<file path="config.mk">
export PLATFORM = sky130hd
export DESIGN_NAME = pipe_ctrl_stage
export DESIGN_NICKNAME = d
export VERILOG_FILES = /design/src/rtl/pipe_ctrl_stage.sv
export SDC_FILE = /design/constraint.sdc
export NUM_CORES = 1
export LEC_CHECK = 0
export CORE_ASPECT_RATIO = 0.9
export CORE_MARGIN = 4
export CORE_UTILIZATION = 38
export DETAILED_ROUTE_END_ITERATION = 10
export PLACE_DENSITY = 0.8
export SYNTH_ARGS = -nofsm -noshare
export SYNTH_HDL_FRONTEND = slang
export SYNTH_SLANG_ARGS = --single-unit
</file>
<file path="constraint.sdc">
create_clock -name clk -period 2.2 [get_ports clk]
set_input_delay 0.44 -clock clk [delete_from_list [all_inputs] [get_ports clk]]
set_output_delay 0.44 -clock clk [all_outputs]
set_load 0.05 [all_outputs]
</file>
<file path="src/rtl/pipe_ctrl_stage.sv">
// Control-bundle pipeline (ID/EX, EX/MEM, MEM/WB) for the 5-stage MIPS core.
// Resolves load-use, MULTU hold, jump and taken-branch hazards and drives PC select/stall/flush.
module pipe_ctrl_stage #(
  parameter int MULT_CYCLES = 32
) (
  input  logic       clk,
  input  logic       rst,
  input  logic       id_valid,
  input  logic [3:0] id_ex,
  input  logic [2:0] id_mem,
  input  logic [1:0] id_wb,
  input  logic       id_jump,
  input  logic       id_jr,
  input  logic       id_multu,
  input  logic [4:0] id_rs,
  input  logic [4:0] id_rt,
  input  logic [4:0] id_rd,
  input  logic       mem_zero,
  output logic [3:0] ex_ctrl,
  output logic [2:0] mem_ctrl,
  output logic [1:0] wb_ctrl,
  output logic [4:0] ex_dst,
  output logic [4:0] mem_dst,
  output logic [4:0] wb_dst,
  output logic [1:0] pc_sel,
  output logic       stall_if,
  output logic       flush_ifid
);

  // The counter is loaded with the number of hold cycles; it reaches zero in the MULTU's last EX cycle.
  localparam logic [5:0] MULT_LOAD = 6'(MULT_CYCLES - 1);

  logic [2:0] ex_mem_q;
  logic [1:0] ex_wb_q;
  logic [4:0] ex_rt_q;
  logic [4:0] ex_rd_q;
  logic       ex_multu_q;
  logic [1:0] mem_wb_q;
  logic [5:0] mult_cnt;

  logic [3:0] cap_ex;
  logic [2:0] cap_mem;
  logic [1:0] cap_wb;
  logic [4:0] cap_rt;
  logic [4:0] cap_rd;
  logic       cap_multu;

  logic branch_taken;
  logic mult_hold;
  logic load_use;

  // Decoder outputs are cleaned here so don't-care bits never travel down the pipe.
  always_comb begin
    cap_ex    = '0;
    cap_mem   = '0;
    cap_wb    = '0;
    cap_rt    = '0;
    cap_rd    = '0;
    cap_multu = 1'b0;
    if (id_valid) begin
      cap_ex    = {id_ex[3] & id_wb[1], id_ex[2:0]};
      cap_mem   = {id_mem[2:1], id_mem[0] & ~id_jump};
      cap_wb    = {id_wb[1], id_wb[0] & id_wb[1]};
      cap_rt    = id_rt;
      cap_rd    = id_rd;
      cap_multu = id_multu;
    end
  end

  assign ex_dst       = ex_ctrl[3] ? ex_rd_q : ex_rt_q;
  assign branch_taken = mem_ctrl[0] & mem_zero;
  assign mult_hold    = ex_multu_q & (mult_cnt != 6'd0);
  assign load_use     = ex_mem_q[2] & (ex_dst != 5'd0) &
                        ((ex_dst == id_rs) | (ex_dst == id_rt));

  always_comb begin
    pc_sel     = 2'b00;
    stall_if   = 1'b0;
    flush_ifid = 1'b0;
    if (!rst) begin
      if (branch_taken) begin
        pc_sel     = 2'b01;
        flush_ifid = 1'b1;
      end else if (mult_hold || load_use) begin
        stall_if = 1'b1;
      end else if (id_jump) begin
        pc_sel     = id_jr ? 2'b11 : 2'b10;
        flush_ifid = 1'b1;
      end
    end
  end

  always_ff @(posedge clk) begin
    if (rst) begin
      ex_ctrl    <= '0;
      ex_mem_q   <= '0;
      ex_wb_q    <= '0;
      ex_rt_q    <= '0;
      ex_rd_q    <= '0;
      ex_multu_q <= 1'b0;
      mult_cnt   <= '0;
    end else if (branch_taken || (!mult_hold && load_use)) begin
      ex_ctrl    <= '0;
      ex_mem_q   <= '0;
      ex_wb_q    <= '0;
      ex_rt_q    <= '0;
      ex_rd_q    <= '0;
      ex_multu_q <= 1'b0;
      mult_cnt   <= '0;
    end else if (mult_hold) begin
      mult_cnt <= mult_cnt - 6'd1;
    end else begin
      ex_ctrl    <= cap_ex;
      ex_mem_q   <= cap_mem;
      ex_wb_q    <= cap_wb;
      ex_rt_q    <= cap_rt;
      ex_rd_q    <= cap_rd;
      ex_multu_q <= cap_multu;
      mult_cnt   <= cap_multu ? MULT_LOAD : 6'd0;
    end
  end

  // EX/MEM takes a bubble while EX is held or the younger instructions are being squashed.
  always_ff @(posedge clk) begin
    if (rst || branch_taken || mult_hold) begin
      mem_ctrl <= '0;
      mem_wb_q <= '0;
      mem_dst  <= '0;
    end else begin
      mem_ctrl <= ex_mem_q;
      mem_wb_q <= ex_wb_q;
      mem_dst  <= ex_dst;
    end
  end

  always_ff @(posedge clk) begin
    if (rst) begin
      wb_ctrl <= '0;
      wb_dst  <= '0;
    end else begin
      wb_ctrl <= mem_wb_q;
      wb_dst  <= mem_dst;
    end
  end

endmodule

</file>
## Word level (Yosys, flattened, before mapping)

Cells that the tools add are included.

- Register bits: 43
- Input bits: 31

- $add $sub $neg: 1
- Eq/ne operators: 2
- Multiplexer cells: 21
- Bitwise logic cells: 9
- Reductions and logical operators: 9

Operators with widths:

| operator | count |
|---|---|
| $mux W5 | 4 |
| $eq A5 B5 Y1 | 2 |
| $mux W2 | 5 |
| $mux W1 | 9 |
| $and A1 B1 Y1 | 7 |
| $mux W6 | 1 |
| $reduce_bool A6 Y1 | 1 |
| $sub A6 B1 Y6 const B | 1 |
| $reduce_bool A5 Y1 | 1 |
| $logic_or A1 B1 Y1 | 4 |
| $mux W4 | 1 |
| $mux W3 | 1 |
| $reduce_or A2 Y1 | 1 |
| $logic_and A1 B1 Y1 | 1 |
| $logic_not A1 Y1 | 1 |
| $not A1 Y1 | 1 |
| $or A1 B1 Y1 | 1 |

## Depth between registers and ports, before layout

Gate-level depths: netlist of the first run.

- Depth in word-level cells: 8
- Gate-level depth with buffers: 9

## Least setup slack after synthesis of the first run

No wires, ideal clock.

- Path kind: reg2out
- From: register ex_ctrl[3]
- To: output port flush_ifid
- Arrival time: 2715 ps
- Data required time: 1760 ps
- Path slack: -955 ps
- Cell stages (with the launch flop): 8
- Buffers on the path: 2
- Cells stage by stage: dfxtp_1 > buf_6 > mux2i_2 > inv_1 > o21ai_1 > a21oi_1 > buf_2 > o22ai_1

- Word-level cells in the longest chain between the ends: 8

Ends and longest elaborated chain:

| item | line | source |
|---|---|---|
| start, declared | 19 | `output logic [3:0] ex_ctrl,` |
| start signal, assigned | 113 | `ex_ctrl <= cap_ex;` |
| $mux W5 (*) | 70 | `assign ex_dst = ex_ctrl[3] ? ex_rd_q : ex_rt_q;` |
| net ex_dst[4] | 22 | `output logic [4:0] ex_dst,` |
| $eq A5 B5 Y1 or $reduce_bool A5 Y1 (tied branches) | 74, 73 |  |
| $or A1 B1 Y1 or $and A1 B1 Y1 (tied branches) | 74, 73 |  |
| $and A1 B1 Y1 (*) | 73 | `assign load_use = ex_mem_q[2] & (ex_dst != 5'd0) &` |
| $logic_or A1 B1 Y1 (*) | 84 | `end else if (mult_hold \|\| load_use) begin` |
| $mux W1 (*) | 84 |  |
| $mux W1 (*) | 81 | `if (branch_taken) begin` |
| $mux W1 (*) | 80 | `if (!rst) begin` |
| end, declared | 27 | `output logic flush_ifid` |

The timed path passes the listed nets; every way through them passes the cells marked *.

## Final worst setup path of the first run

- From: register ex_ctrl[3]
- To: output port stall_if

- Word-level cells in the longest chain between the ends: 8

Ends and longest elaborated chain:

| item | line | source |
|---|---|---|
| $mux W5 (*) | 70 |  |
| $eq A5 B5 Y1 or $reduce_bool A5 Y1 (tied branches) | 74, 73 |  |
| $or A1 B1 Y1 or $and A1 B1 Y1 (tied branches) | 74, 73 |  |
| $and A1 B1 Y1 (*) | 73 |  |
| $logic_or A1 B1 Y1 (*) | 84 |  |
| $mux W1 (*) | 84 |  |
| $mux W1 (*) | 81 |  |
| $mux W1 (*) | 80 |  |
| end, declared | 26 | `output logic stall_if,` |

Mark *: on every way between the ends. The rest lies on a longest branch, timed or not.

==> results of run 1 <==
## per-stage QoR
step	cell area (sq um)	cells	worst slack, ns	util, %	hold slack (ns)
2_1_floorplan	1787	166	-0.2017	-	0.4138
4_1_cts	2679	302	-0.3327	63.61	0.4479
3_5_place_dp	2512	293	-0.1714	59.66	0.4292
3_3_place_gp	2512	293	-0.1669	59.66	0.4250
6_report	2731	305	-0.3493	64.85	0.4423
5_1_grt	2731	305	-0.4493	64.85	0.4736
## layer usage
metal  up-vias  track usage (%)  wire (microns)
li1        757                -               -
met1       715            20.42            1873
met2        79            26.01            2087
met3         6            4.774             353
met4         0            6.019              63
met5         -                0               0
## critical path, cell delays in order, from the launching register on
cell     delay [ns]
dfxtp_4        0.48
mux2i_4        0.36
xnor2_2        0.10
nor3_2         0.20
nand3_1        0.13
a21o_1         0.24
a21oi_4        0.16
buf_12         0.15
## flip-flops by register name (all words and copies together) (netlist names)
name and flops:
ex_rt_q 5, mult_cnt 6, mem_ctrl 3, mem_dst 5
ex_mem_q 3, ex_wb_q 2, ex_ctrl 4, mem_wb_q 2
wb_ctrl 2, ex_rd_q 5, wb_dst 5, ex_multu_q 1
## kinds of logic after synthesis
| family | after synthesis | share of synthesized area, % |
|---|---|---|
| AND/OR/NAND/NOR | 51 | 15.59 |
| AO/OA/AOI/OAI | 35 | 16.98 |
| adder cells (fa/ha/maj) | 1 | 0.7319 |
| buffers and inverters | 17 | 4.831 |
| flip-flops | 43 | 50.37 |
| multiplexers | 5 | 4.319 |
| XOR/XNOR | 14 | 7.174 |
## final cells by class
class / instances / area share [%]
clock buffer: 7 / 3.573
clock inverter: 1 / 1.099
inverter: 7 / 0.9620
multi-input combinational: 106 / 32.07
sequential: 43 / 31.65
tap: 60 / 2.749
timing repair buffer: 81 / 27.90
## where the power goes
part / leakage (nW) / internal, mW / total [mW] / switching [mW]
clock: 0.0636 / 0.408 / 0.665 / 0.258
combinational: 0.648 / 0.184 / 0.379 / 0.196
sequential: 0.352 / 0.813 / 0.842 / 0.0291
total: 1.06 / 1.40 / 1.89 / 0.482
## cells in the mapped netlist
cell type / instances / area (sq um)
buf_6: 2 / 22.52
o21ai_1: 5 / 25.02
inv_1: 7 / 26.28
o41ai_1: 2 / 17.52
a221o_1: 1 / 10.01
and3_1: 6 / 37.54
nor2b_1: 8 / 50.05
nor2_1: 10 / 37.54
dfxtp_1: 43 / 860.8
xor2_1: 5 / 43.79
ha_1: 1 / 12.51
or3_1: 2 / 12.51
mux2i_2: 3 / 41.29
nand3b_1: 1 / 7.510
xnor2_1: 9 / 78.83
o31ai_1: 1 / 7.510
nand2b_1: 2 / 12.51
nor3_2: 1 / 10.01
o41a_1: 1 / 11.26
buf_1: 1 / 3.750
nor3_1: 2 / 10.01
o22ai_1: 4 / 25.02
a21oi_1: 4 / 20.02
nand2_1: 7 / 26.28
mux2i_4: 1 / 22.52
nand4_1: 2 / 12.51
a21o_1: 1 / 7.510
a32o_1: 15 / 150.1
clkbuf_1: 4 / 15.01
mux2i_1: 1 / 10.01
buf_2: 3 / 15.01
nand3_1: 10 / 50.05
o41ai_2: 1 / 16.27
## worst paths after layout
| kind | startpoint | end | slack [ns] |
|---|---|---|---|
| setup / recovery | ex_ctrl[3]$_SDFFE_PP0P_ | stall_if | -0.35 |
| hold / removal | mem_wb_q[0]$_SDFF_PP0_ | wb_ctrl[0]$_SDFF_PP0_ | 0.44 |
| setup reg to reg | ex_ctrl[3]$_SDFFE_PP0P_ | ex_rd_q[0]$_SDFFE_PP0P_ | 0.12 |
| hold reg to reg | mem_wb_q[0]$_SDFF_PP0_ | wb_ctrl[0]$_SDFF_PP0_ | 0.44 |
## what timing repair did
| item | CTS | global route |
|---|---|---|
| endpoints found under the setup margin | 4 | 22 |
| setup buffers | 1 | 4 |
| resized for setup | 6 | 6 |
| pin swaps | 10 | 4 |
==> impl_metrics.py, run 1 <==
metrics = {
    "clocking": {
        "cts_sinks": 43,
        "clock_path_buffers": 2,
        "hold_buffers": 0,
        "clk_pin_slew_ns": 0.08,
        "numCtsBuffers": 5,
        "cts_tree": "yes",
        "htreeDepth": 2,
        "clockRootBuffer": "clkbuf_8",
        "clk_latency_ns": 0.29,
    },
    "sta": {
        "rsz0062_at_grt": "yes",
        "tightest_slew_ns": 0.6812,
        "min_period_ns": 2.549,
        "fin_setup_tns_ns": -1.250,
        "slew_headroom_pct": 54.54,
        "final_max_slew_viol_count": 0,
        "max_freq_ghz": 0.3923,
        "finalCritPeriodShare_pct": 115.9,
        "clock_skew_ns": 0.007822,
        "setup_violations": 4,
        "timing.final.hold_violations": 0,
        "setup_ws_ns": -0.3493,
    },
    "detailed_routing": {
        "wl_per_cell_microns": 14.35,
        "via_per_inst": 5.105,
        "drt_iter0_markers": 59,
        "wirelength_mm": 4.377,
        "drcViolationCount": 0,
        "dr_total_vias": 1557,
        "firstDrtPassIters": 4,
        "final_antenna_net_count": 0,
    },
    "die": {
        "die_h_microns": 71.63,
        "die_w_microns": 78.69,
        "die-area_sq_um": 5636,
        "core_sq_um": 4212,
        "rows": 22,
        "initial_core_util_pct": 40.58,
        "io_pins": 59,
    },
    "synthesis": {
        "ys_ff_latch": 43,
        "avgSynthCellArea_sq_um": 10.30,
        "ys_types": 33,
        "synth.net_count": 198,
        "synthCells": 166,
        "netlist_area_sq_um": 1709,
        "yosysWarnings": 0,
        "yosysSeqAreaShare_pct": 50.37,
    },
    "setup_path": {
        "critPathMaxFanout": 7,
        "rr_worst_depth": 7,
        "cp.required_ns": 1.76,
        "criticalPathCategory": "reg -> out",
        "crit_path_end_kind": "output port",
        "cp.arrival_ns": 2.11,
        "start_kind": "flop",
    },
    "min_path": {
        "hold_class": "reg -> reg",
        "hold_depth": 1,
    },
    "run_status": {
        "outcome": "finished, violations left",
        "violations": "negative setup slack",
    },
    "place": {
        "portBuffers": 58,
        "hpwl_mm": 3.302,
        "gp_congestion": 0.7605,
    },
    "global_routing": {
        "first_global_vias": 1505,
        "grt.overflow.total": 0,
        "grt_pass1_wl_mm": 7.141,
        "grt_max_degree": 17,
        "grt_usage_pct": 16.13,
        "antenna_found_initial": 0,
    },
    "run": {
        "max-cap-violations": 0,
    },
    "power_and_ir_drop": {
        "irDropWorstVdd_v": 0.0004008,
        "power_mw": 1.886,
        "p_leak_nw": 1.063,
        "p_per_area_nw_per_um2": 690.5,
    },
    "layout": {
        "fin_nets": 276,
        "n_antenna_cell": 0,
        "layout_common_cells": "clkdlybuf4s50_1, dfxtp_1, buf_4",
        "final_common_cell": "clkdlybuf4s50_1",
        "multi_input_area_sq_um": 875.8,
        "final_layout_size_suffix_gt1_share_pct": 23.27,
        "seq_area_sq_um": 864.6,
        "areaGrowthSynthToFinish_pct": 59.81,
        "nFillCells": 344,
    },
}
(Power assumes the default switching activity.)
==> run 2, diff against run 1 <==
- TNS_END_PERCENT: not set -> 100
==> results of run 2 <==
Final layout, timing and power as in run 1 (identical DEF).
